### src/rtl/fft_r5_pkg.sv
`default_nettype none
// ============================================================================
//  Package  : fft_r5_pkg
//  Purpose  : Shared widths and FSM encoding for the radix-5 FFT output path.
//  Revision : 1.0  initial release
// ============================================================================
package fft_r5_pkg;

  localparam int DW          = 32;
  localparam int LANES       = 5;
  localparam int RADIX_IDX_W = 3;

  typedef enum logic [0:0] {
    EMPTY = 1'b0,
    DRAIN = 1'b1
  } state_t;

endpackage : fft_r5_pkg
`default_nettype wire

### src/rtl/r5_lane_serializer.sv
`default_nettype none
// ============================================================================
//  Module   : r5_lane_serializer
//  Purpose  : Takes one 5-lane complex vector per handshake and streams it out
//             one complex sample per clock, with no bubble between vectors.
//  Revision : 1.0  initial release
// ============================================================================
module r5_lane_serializer #(
  parameter int DW    = 32,
  parameter int LANES = 5,
  parameter int CW    = 16
) (
  input  logic                clk,
  input  logic                rst,
  input  logic                in_valid,
  output logic                in_ready,
  input  logic [LANES*DW-1:0] in_re,
  input  logic [LANES*DW-1:0] in_img,
  output logic                out_valid,
  input  logic                out_ready,
  output logic [DW-1:0]       out_re,
  output logic [DW-1:0]       out_img,
  output logic [2:0]          out_idx,
  output logic                out_last,
  output logic [CW-1:0]       vec_cnt
);

  import fft_r5_pkg::*;

  state_t                 r_state;
  state_t                 w_state_nxt;
  logic [RADIX_IDX_W-1:0] r_idx;
  logic [RADIX_IDX_W-1:0] w_idx_nxt;
  logic [DW-1:0]          r_hold [LANES][2];
  logic [CW-1:0]          r_vec_cnt;

  logic w_drain;
  logic w_last_lane;
  logic w_accept;
  logic w_beat;

  assign w_drain     = (r_state == DRAIN);
  assign w_last_lane = (r_idx == RADIX_IDX_W'(LANES - 1));
  // Refill is allowed in the same cycle the final lane leaves.
  assign in_ready    = !w_drain || (w_last_lane && out_ready);
  assign w_accept    = in_valid && in_ready;
  assign w_beat      = w_drain && out_ready;

  always_comb begin
    w_state_nxt = r_state;
    w_idx_nxt   = r_idx;
    if (w_accept) begin
      w_state_nxt = DRAIN;
      w_idx_nxt   = '0;
    end else if (w_beat) begin
      if (w_last_lane) begin
        w_state_nxt = EMPTY;
      end else begin
        w_idx_nxt = r_idx + 1'b1;
      end
    end
  end

  always_ff @(posedge clk) begin
    if (rst) begin
      r_state   <= EMPTY;
      r_idx     <= '0;
      r_vec_cnt <= '0;
      for (int k = 0; k < LANES; k++) begin
        r_hold[k][0] <= '0;
        r_hold[k][1] <= '0;
      end
    end else begin
      r_state <= w_state_nxt;
      r_idx   <= w_idx_nxt;
      if (w_accept) begin
        r_vec_cnt <= r_vec_cnt + 1'b1;
        for (int k = 0; k < LANES; k++) begin
          r_hold[k][0] <= in_re[k*DW +: DW];
          r_hold[k][1] <= in_img[k*DW +: DW];
        end
      end
    end
  end

  // In EMPTY the index still points at the last lane sent, so data holds its value.
  assign out_valid = w_drain;
  assign out_re    = r_hold[r_idx][0];
  assign out_img   = r_hold[r_idx][1];
  assign out_idx   = w_drain ? r_idx : 3'd0;
  assign out_last  = w_drain && w_last_lane;
  assign vec_cnt   = r_vec_cnt;

endmodule : r5_lane_serializer
`default_nettype wire
### config.mk
export PLATFORM = sky130hd
export DESIGN_NAME = r5_lane_serializer
export DESIGN_NICKNAME = d
export VERILOG_FILES = /design/src/rtl/fft_r5_pkg.sv /design/src/rtl/r5_lane_serializer.sv
export SDC_FILE = /design/constraint.sdc
export NUM_CORES = 1
export LEC_CHECK = 0
export CAP_MARGIN = 20
export CORE_AREA = 2 2 232 234
export CTS_CLUSTER_SIZE = 12
export DETAILED_ROUTE_END_ITERATION = 6
export DIE_AREA = 0 0 234 236
export PLACE_DENSITY = 0.55
export SYNTH_ARGS = -nofsm -noshare
export SYNTH_HDL_FRONTEND = slang
export SYNTH_SLANG_ARGS = --single-unit
export TNS_END_PERCENT = 100
### constraint.sdc
create_clock -name clk -period 35.1 [get_ports clk]
set_input_delay 7.02 -clock clk [delete_from_list [all_inputs] [get_ports clk]]
set_output_delay 7.02 -clock clk [all_outputs]
set_load 0.02 [all_outputs]
==> results of run 1 <==
-- layout by cell type (no fill, tap or decap), types with 4 or more instances in the layout --
| master | n |
|---|---|
| xnor2_1 | 6 |
| nand2_1 | 6 |
| buf_4 | 6 |
| mux4_2 | 64 |
| o31ai_1 | 5 |
| clkbuf_16 | 43 |
| clkdlybuf4s50_1 | 409 |
| edfxtp_1 | 320 |
| clkbuf_1 | 6 |
| and2_1 | 322 |
| o21ai_0 | 4 |
| a21oi_1 | 11 |
| dfxtp_1 | 20 |
| nor2_1 | 11 |
| clkinv_2 | 6 |
| clkinv_1 | 12 |
| or4_1 | 5 |
| inv_1 | 9 |
| mux2_2 | 65 |
-- synthesized netlist by cell type (4+ instances only) --
library cell / count
mux2_2: 65
o21ai_0: 4
buf_2: 7
mux4_2: 64
nor2_1: 11
dfxtp_1: 23
clkbuf_2: 30
xnor2_1: 6
or4_1: 5
o31ai_1: 5
a21oi_1: 11
edfxtp_1: 320
clkbuf_1: 19
inv_1: 9
nand2_1: 6
and2_1: 322
-- flip-flops by register name (all words and copies together) (netlist names), named ones only --
register / count
r_hold: 320
vec_cnt: 16
r_idx: 3
out_valid: 1
-- worst register-to-register path: stages (launching register included) --
cell and delay, ns:
dfxtp_1 0.35, inv_1 0.07, ha_1 0.22, nand3_2 0.16, a21oi_1 0.41, or2_4 0.77, buf_4 0.98
-- metrics by stage --
stage               worst slack, ns  utilization, %  instance area (um2)  instances
floorplan                     17.92               -                15100        944
global placement              19.65           37.41                19850       1994
finish                        19.63           39.90                21170       2070
CTS                           19.64           39.84                21140       2067
global route                  19.57           39.89                21170       2069
detailed placement            19.65           37.41                19850       1994
-- power breakdown --
group	internal [mW]	total (mW)	switching [mW]
Combinational	0.0658	0.107	0.0413
Sequential	0.479	0.487	0.00841
Clock	0.244	0.411	0.167
-- per-layer routing --
layer	global-route usage (%)	wire length [um]	vias up	share of wire, %
met5	0	8	-	0.021
met4	3.433	698	2	1.8
met3	4.014	2844	51	7.5
met2	22.56	18380	273	48
met1	17.26	16220	4419	43
li1	-	-	4261	-
-- worst paths after layout --
path	startpoint	endpoint	slack, ns	cells past startpoint
worst min register to register	vec_cnt[13]	vec_cnt[13]	0.50	2
worst max register to register	r_idx[0]	r_hold[0][21]	31.67	6
worst min-delay path	vec_cnt[13]	vec_cnt[13]	0.50	2
worst max-delay path	out_ready	in_ready	19.63	4
-- cell type report --
class | instances | area share, %
Antenna cell | 2 | 0.02364
Sequential cell | 343 | 47.61
Tap cell | 696 | 4.113
Inverter | 9 | 0.1596
Clock buffer | 49 | 5.188
Clock inverter | 24 | 0.8923
Timing Repair Buffer | 417 | 19.77
Multi-Input combinational cell | 530 | 22.24
-- cells by family (layout without fill, tap and decap cells) --
kind of cell / Yosys count / in the layout / share of synthesized area, %
mux: 131 / 131 / 14.52
xor+xnor: 7 / 7 / 0.4059
other cells: 0 / 2 / 0
compound gates: 25 / 25 / 1.019
fa+ha+maj: 3 / 3 / 0.2485
flops: 343 / 343 / 66.67
simple gates: 364 / 364 / 14.94
buf+inv: 71 / 499 / 2.195
==> metrics.txt, run 1 <==
status finished, final reports clean; post-synth top area cell edfxtp_1; VDD IR max ~0.033 mV; All-Layer GR Usage 13.58%; skew final about 0.014 ns; Hold Path Class reg2reg; via count 9,006; Detail Placement HPWL 24.92 mm; crit-path leading delay family buffers and inverters; Clock Latency Late Sink 0.55 ns; Filler cells about 4,900; Tcrit/Tclk final approximately 44%; setup TNS after final layout 0 ns; kind of start point of the critical path input pin; Die Width about 230 um; Setup Buffers After CTS 0; area grow syn2layout 40.18%; Worst slew margin a little under a fifth; DR vias/cell between 4 and 5; minimum clock period approximately 15 ns; Die Y around 240 um; critical path type in2out; die area ~55,000 um2; syn avg cell area between 15 and 20 um2; core area 53,070 um2; number of cell rows between 80 and 90; crit path buf inv count 2; Final Total Pwr around 1.0 mW; unique cell type count in the Yosys netlist 39; Arr. time, crit path 8.45 ns; global route overflow 0; CTS tree built; critical path capture point type output port; Hold Fails Final Rpt 0; wire per inst ~18 um; final net count 1,669; Max Buffers Root-to-Sink 3; Post-synth EDFFs 320; clk root buf clkbuf_16; ranking of synthesized cells by area edfxtp_1 64%, and2_1 13%, mux4_2 9.5%; I/O pin count roughly 400; Clk pin slew, worst setup/hold paths around 0.05 ns; max cap viols 0; FF+latch count, synth ~340; CP cell instances clkdlybuf4s50_1 > nand3_2 > nand2_1 > clkdlybuf4s50_1; # hold bufs at CTS 0; Antenna Nets Post-Route 0; post-cts gate resize count 0; setup repair after global routing missed its margin no; routability congestion estimate 0.7594; critical path data required time 28.08 ns; Post-Syn Instances roughly 940; yosys warns 0; hold_ws 0.4984 ns; CTS Sinks 343; post-synthesis sequential area ratio between 60% and 70%; pwr dens 47.46 nW/um2; cts bufs inserted 41; actual slew at the worst max-slew pin ~1.2 ns; Final Setup Violations 0; routed wire length between 30 and 40 mm; DRC 0; Most Frequent Cell on Critical Path clkdlybuf4s50_1; first-pass GRT wire length 56.75 mm; CP max stage delay 0.61 ns; area of the mapped netlist 15,100 um2; most used flip-flop cell after synthesis edfxtp_1; Pins Over Slew Limit 0; share of flip-flops with an asynchronous set or reset 0%; Post-Syn Nets ~1,300; worst-path fanout max 7; fmax roughly 65 MHz; Leakage roughly 7.6 nW; initial antenna violation count 3; H-tree levels 2; Detailed Routing Iterations Pass 1 4; largest net degree at the start of global routing between 150 and 200; multi-input logic area 4708 um2; fraction of layout cells with a size suffix above 1 between 10 and 15%; Seq. cell area 10,080 um2; Starting Density 28.46%; Critical Path Slowest Stage Cell clkdlybuf4s50_1; DRT iter0 DRCs 487; # port buffers 409; post-synth top area share ~64%; vias in the first global route 9,531
No activity file was read; power rests on OpenSTA's default activity.
==> inputs of run 2 (changes only) <==
==> constraint.sdc (replaced) <==
create_clock -name clk -period 15.4 [get_ports clk]
set_input_delay 3.08 -clock clk [delete_from_list [all_inputs] [get_ports clk]]
set_output_delay 3.08 -clock clk [all_outputs]
set_load 0.02 [all_outputs]
==> metrics.txt, run 2 (same netlist as run 1, synthesis figures left out) <==
clk root buf clkbuf_16 (unchanged); Pins Over Slew Limit 0 (unchanged); core area 53,070 um2 (unchanged); vias in the first global route 9,700 (was 9,531); commonest non-fill, non-tap cell in the layout clkdlybuf4s50_1 (unchanged); Most Frequent Cell on Critical Path clkdlybuf4s50_1 (unchanged); Pint 1.798 mW (was 0.7885 mW); status finished, final reports clean (unchanged); fmax roughly 130 MHz; Setup Buffers After CTS 0 (unchanged); Largest register FFs 320 (unchanged); routability congestion estimate 0.7616 (was 0.7594); # hold bufs at CTS 0 (unchanged); worst-path fanout max 7 (unchanged); die area 55,220 um2 (unchanged); DRC 0 (unchanged); Clk pin slew, worst setup/hold paths 0.05 ns (about the same); setup TNS after final layout 0 ns (unchanged); max cap viols 0 (unchanged); kind of start point of the critical path input pin (unchanged); All-Layer GR Usage 13.68% (was 13.58%); actual slew at the worst max-slew pin 1.164 ns (was 1.224 ns); Clk network pwr share 40.9% (about the same); fraction of layout cells with a size suffix above 1 15.06% (was 14.94%); routed wire length 38.03 mm (was 38.15 mm); logic gate share of total power 10.6% (was 10.7%); DRT iter0 DRCs 433 (was 487); first-pass GRT wire length 57.39 mm (was 56.75 mm); critical path capture point type output port (unchanged); Hold Fails Final Rpt 0 (unchanged); Critical Path Slowest Stage Cell clkdlybuf4s50_1 (unchanged); # port buffers 409 (unchanged); pwr dens 108.4 nW/um2 (was 47.46 nW/um2); final net count 1,668 (was 1,669); CTS tree built (unchanged); Antenna Nets Post-Route 0 (unchanged); CTS Sinks 343 (unchanged); H-tree levels 2 (unchanged); VDD IR max 0.05418 mV (was 0.03271 mV); Clock Latency Late Sink 0.54 ns (was 0.55 ns); Tcrit/Tclk final 49.23%; Leakage 7.572 nW (was 7.588 nW); hold_ws 0.5004 ns (was 0.4984 ns); Detailed Routing Iterations Pass 1 4 (unchanged); wire per inst 18.40 um (was 18.43 um); Worst slew margin 22.38% (was 18.39%); CP max stage delay 0.62 ns (was 0.61 ns); global route overflow 0 (unchanged); setup repair after global routing missed its margin no (unchanged); CP cell instances clkdlybuf4s50_1 > nand3_2 > nand2_1 > clkdlybuf4s50_1 (unchanged); largest net degree at the start of global routing 176 (was 182); initial antenna violation count 5 (was 3); minimum clock period 7.581 ns; Filler cells 4,970 (was 4,912); cts bufs inserted 41 (unchanged); Final Setup Violations 0 (unchanged); Starting Density 28.46% (unchanged); sequential power share 48.5% (about the same); I/O pin count 410 (unchanged); via count 9,070 (was 9,006); Psw 0.4917 mW (was 0.2163 mW); Max Buffers Root-to-Sink 3 (unchanged); critical path data required time 12.32 ns (was 28.08 ns); critical path type in2out (unchanged); Die Y 236 um (unchanged); Detail Placement HPWL 24.85 mm (was 24.92 mm); most frequent cells in the layout 409 x clkdlybuf4s50_1, 322 x and2_1, 320 x edfxtp_1, 65 x mux2_2, 64 x mux4_2 (unchanged); DR vias/cell 4.388 (was 4.351); Hold Path Class reg2reg (unchanged); Switching Fraction 21.48% (was 21.53%); Arr. time, crit path 4.50 ns (was 8.45 ns); Biggest register r_hold (unchanged); number of cell rows 85 (unchanged); Die Width 234 um (unchanged); skew final 0.01253 ns (was 0.01385 ns); area grow syn2layout 39.89% (was 40.18%); post-cts gate resize count 0 (unchanged)
[run 2: power groups by stage]
stage          combinational, mW  clock, mW  sequential [mW]
2_1_floorplan              0.114          0             1.14
3_3_place_gp               0.245          0             1.13
3_5_place_dp               0.247          0             1.13
4_1_cts                    0.248      0.976             1.11
5_1_grt                    0.262       1.01             1.12
6_report                   0.243      0.937             1.11
[run 2: worst paths after layout]
| check | slack (ns) | endpoint | start | depth (start not counted) |
|---|---|---|---|---|
| worst max-delay path | 7.82 | in_ready | out_ready | 4 |
| worst min-delay path | 0.50 | vec_cnt[13] | vec_cnt[13] | 2 |
| worst max register to register | 11.91 | r_hold[1][21] | r_idx[0] | 6 |
| worst min register to register | 0.50 | vec_cnt[13] | vec_cnt[13] | 2 |
[run 2: cell type report]
cell class / instances / area (um2) / area share [%]
antenna: 3 / 7.507 / 0.03553
clock buffer: 50 / 1070 / 5.063
clock inverter: 20 / 198.9 / 0.9416
inverter: 9 / 33.78 / 0.1599
multi-input combinational: 530 / 4708 / 22.28
sequential: 343 / 10080 / 47.71
tap: 696 / 870.8 / 4.122
timing repair buffer: 416 / 4159 / 19.68
[run 2: per-stage QoR]
stage | total power, mW | util (%) | instance area, um2 | worst slack, ns | instances
floorplan | 1.254 | - | 15100 | 2.158 | 944
detailed placement | 1.377 | 37.41 | 19850 | 7.834 | 1994
global route | 2.391 | 39.81 | 21130 | 7.727 | 2066
global placement | 1.373 | 37.41 | 19850 | 7.836 | 1994
CTS | 2.335 | 39.80 | 21120 | 7.820 | 2064
finish | 2.290 | 39.81 | 21130 | 7.819 | 2067
[run 2: routing by layer]
metal / global-route usage [%] / wire length, um / share of wire [%]
met1: 17.13 / 15830 / 42
met2: 22.68 / 18520 / 49
met3: 4.183 / 2853 / 7.5
met4: 3.989 / 821 / 2.2
met5: 0 / 11 / 0.029
[run 2: worst max-delay path, delay by kind of cell]
family,cells,cell delay (ns)
buffers and inverters,2,1.14
and+or+nand+nor,2,0.28
==> inputs of run 3 (changes only) <==
--- a/config.mk
+++ b/config.mk
@@ -10,7 +10,7 @@
 export CTS_CLUSTER_SIZE = 12
 export DETAILED_ROUTE_END_ITERATION = 6
 export DIE_AREA = 0 0 234 236
-export PLACE_DENSITY = 0.55
+export PLACE_DENSITY = 0.57
 export SYNTH_ARGS = -nofsm -noshare
 export SYNTH_HDL_FRONTEND = slang
 export SYNTH_SLANG_ARGS = --single-unit
==> constraint.sdc (replaced) <==
create_clock -name clk -period 6.5 [get_ports clk]
set_input_delay 1.3 -clock clk [delete_from_list [all_inputs] [get_ports clk]]
set_output_delay 1.3 -clock clk [all_outputs]
set_load 0.02 [all_outputs]
==> metrics.txt, run 3 (same netlist as run 1, synthesis figures left out) <==
DRT iter0 DRCs 419 (was 433); Worst Reg-to-Reg Cells 6 (unchanged); largest net degree at the start of global routing 127 (was 176); Filler cells 4,975 (was 4,970); routed wire length 38.63 mm (was 38.03 mm); met2 usage 22.32% (was 22.68%); pwr dens 253.1 nW/um2 (was 108.4 nW/um2); minimum clock period 4.514 ns; CTS Sinks 343 (unchanged); Arr. time, crit path 3.21 ns (was 4.50 ns); Clk pin slew, worst setup/hold paths 0.06 ns (was 0.05 ns); Die Y 236 um (unchanged); DRC 0 (unchanged); Largest register FFs 320 (unchanged); Worst slew margin 43.34% (was 22.38%); status finished, final reports clean (unchanged); # hold bufs at CTS 0 (unchanged); hold wc startpoint vec_cnt[13] (unchanged); clk root buf clkbuf_16 (unchanged); CTS tree built (unchanged); GR Util met3 4.763% (was 4.183%); Die Width 234 um (unchanged); critical path type reg2out (was in2out); setup TNS after final layout 0 ns (unchanged); post-cts gate resize count 0 (unchanged); fraction of layout cells with a size suffix above 1 14.58% (was 15.06%); number of cell rows 85 (unchanged); initial antenna violation count 9 (was 5); Hold Path Class reg2reg (unchanged); Final Setup Violations 0 (unchanged); kind of start point of the critical path flip-flop (was input pin); Hold Fails Final Rpt 0 (unchanged); die area 55,220 um2 (unchanged); first-pass GRT wire length 57.41 mm (was 57.39 mm); Starting Density 28.46% (unchanged); core area 53,070 um2 (unchanged); cts bufs inserted 40 (was 41); max cap viols 0 (unchanged); Detail Placement HPWL 25.92 mm (was 24.85 mm); reg-to-reg slack, setup 3.65 ns (was 11.91 ns); critical path data required time 5.20 ns (was 12.32 ns); via count 9,029 (was 9,070); hold_ws 0.5066 ns (was 0.5004 ns); Tcrit/Tclk final between 60 and 70%; Max Buffers Root-to-Sink 3 (unchanged); Final Total Pwr 5.366 mW (was 2.290 mW); Reg2Reg Launch Point r_idx[0] (unchanged); final net count 1,671 (was 1,668); skew final 0.01069 ns (was 0.01253 ns); fmax about 220 MHz; Hold Path Sink vec_cnt[13] (unchanged); vias in the first global route 9,507 (was 9,700); GR peak layer met2 (unchanged); most frequent cells in the layout 409 x clkdlybuf4s50_1, 322 x and2_1, 320 x edfxtp_1, 65 x mux2_2, 64 x mux4_2 (unchanged); global route overflow 0 (unchanged); actual slew at the worst max-slew pin 0.8499 ns (was 1.164 ns); # port buffers 409 (unchanged); Biggest register r_hold (unchanged); Clock Latency Late Sink 0.54 ns (about the same); routability congestion estimate 0.7937 (was 0.7616); worst-path fanout max 33 (was 7); I/O pin count 410 (unchanged); worst r2r dst r_hold[2][30] (was r_hold[1][21]); Pins Over Slew Limit 0 (unchanged); setup repair after global routing missed its margin no (unchanged); M1 GR Usage 17.46% (was 17.13%); Leakage 7.580 nW (was 7.572 nW); Setup Buffers After CTS 0 (unchanged); WHS Path Cells 2 (unchanged); wire per inst 18.61 um (was 18.40 um); critical path capture point type output port (unchanged); Detailed Routing Iterations Pass 1 4 (unchanged); commonest non-fill, non-tap cell in the layout clkdlybuf4s50_1 (unchanged); H-tree levels 2 (unchanged); area grow syn2layout 40.38% (was 39.89%); All-Layer GR Usage 13.81% (was 13.68%); Antenna Nets Post-Route 0 (unchanged); VDD IR max 0.1388 mV (was 0.05418 mV); DR vias/cell 4.349 (was 4.388)
==> run 3: cell count changes in the layout (fill, tap and decap cells not counted), moves of 2 or more <==
cell and change:
clkinv_2 -8, clkbuf_1 +7, buf_12 +6, diode_2 +5
clkinv_1 +3, buf_4 -2
==> run 3: metrics by stage <==
stage	setup slack (ns)	util, %	instance area [um2]	std cells
3_5_place_dp	2.291	37.57	19940	1997
6_report	1.986	39.96	21200	2076
2_1_floorplan	0.02713	-	15110	944
5_1_grt	1.733	39.93	21190	2070
4_1_cts	1.819	39.88	21160	2067
3_3_place_gp	2.416	37.57	19940	1997
==> run 3: how the worst max path moves through the flow <==
| stage | from | endpoint | slack (ns) | cells past startpoint |
|---|---|---|---|---|
| after floorplan | out_ready | r_hold[0][0] | 0.03 | 4 |
| after global placement | flip-flop | out_img[1] | 2.42 | 4 |
| after detailed placement | out_ready | r_hold[4][3] | 2.29 | 6 |
| after CTS | flip-flop | out_img[12] | 1.82 | 4 |
| after global routing | flip-flop | out_img[10] | 1.73 | 4 |
| final | flip-flop | out_img[1] | 1.99 | 4 |
==> run 3: cell type report <==
| type | instances | area, um2 | share of cell area [%] |
|---|---|---|---|
| clock buffers | 56 | 1082 | 5.104 |
| inverters | 9 | 33.78 | 0.1593 |
| well taps | 696 | 870.8 | 4.107 |
| repair buffers | 420 | 4264 | 20.11 |
| multi-input cells | 530 | 4708 | 22.20 |
| clock inverters | 14 | 143.9 | 0.6786 |
| flip-flops and latches | 343 | 10080 | 47.54 |
| diodes | 8 | 20.02 | 0.09441 |
==> run 3: critical path, cell delays in order (launching register included) <==
cell and delay (ns):
dfxtp_4 0.84, buf_12 0.38, mux4_2 0.54, mux2_2 0.28, clkdlybuf4s50_1 0.55
==> run 3: power breakdown <==
group	leakage, nW	internal (mW)	switching [mW]
combinational	3.35	0.361	0.226
clock	0.588	1.28	0.871
sequential	3.64	2.58	0.0474
total	7.58	4.22	1.14
==> run 3: routing by layer <==
metal | vias up | wire [um]
met5 | - | 54
met4 | 8 | 883
met3 | 62 | 3354
met2 | 290 | 18110
met1 | 4396 | 16220
li1 | 4273 | -
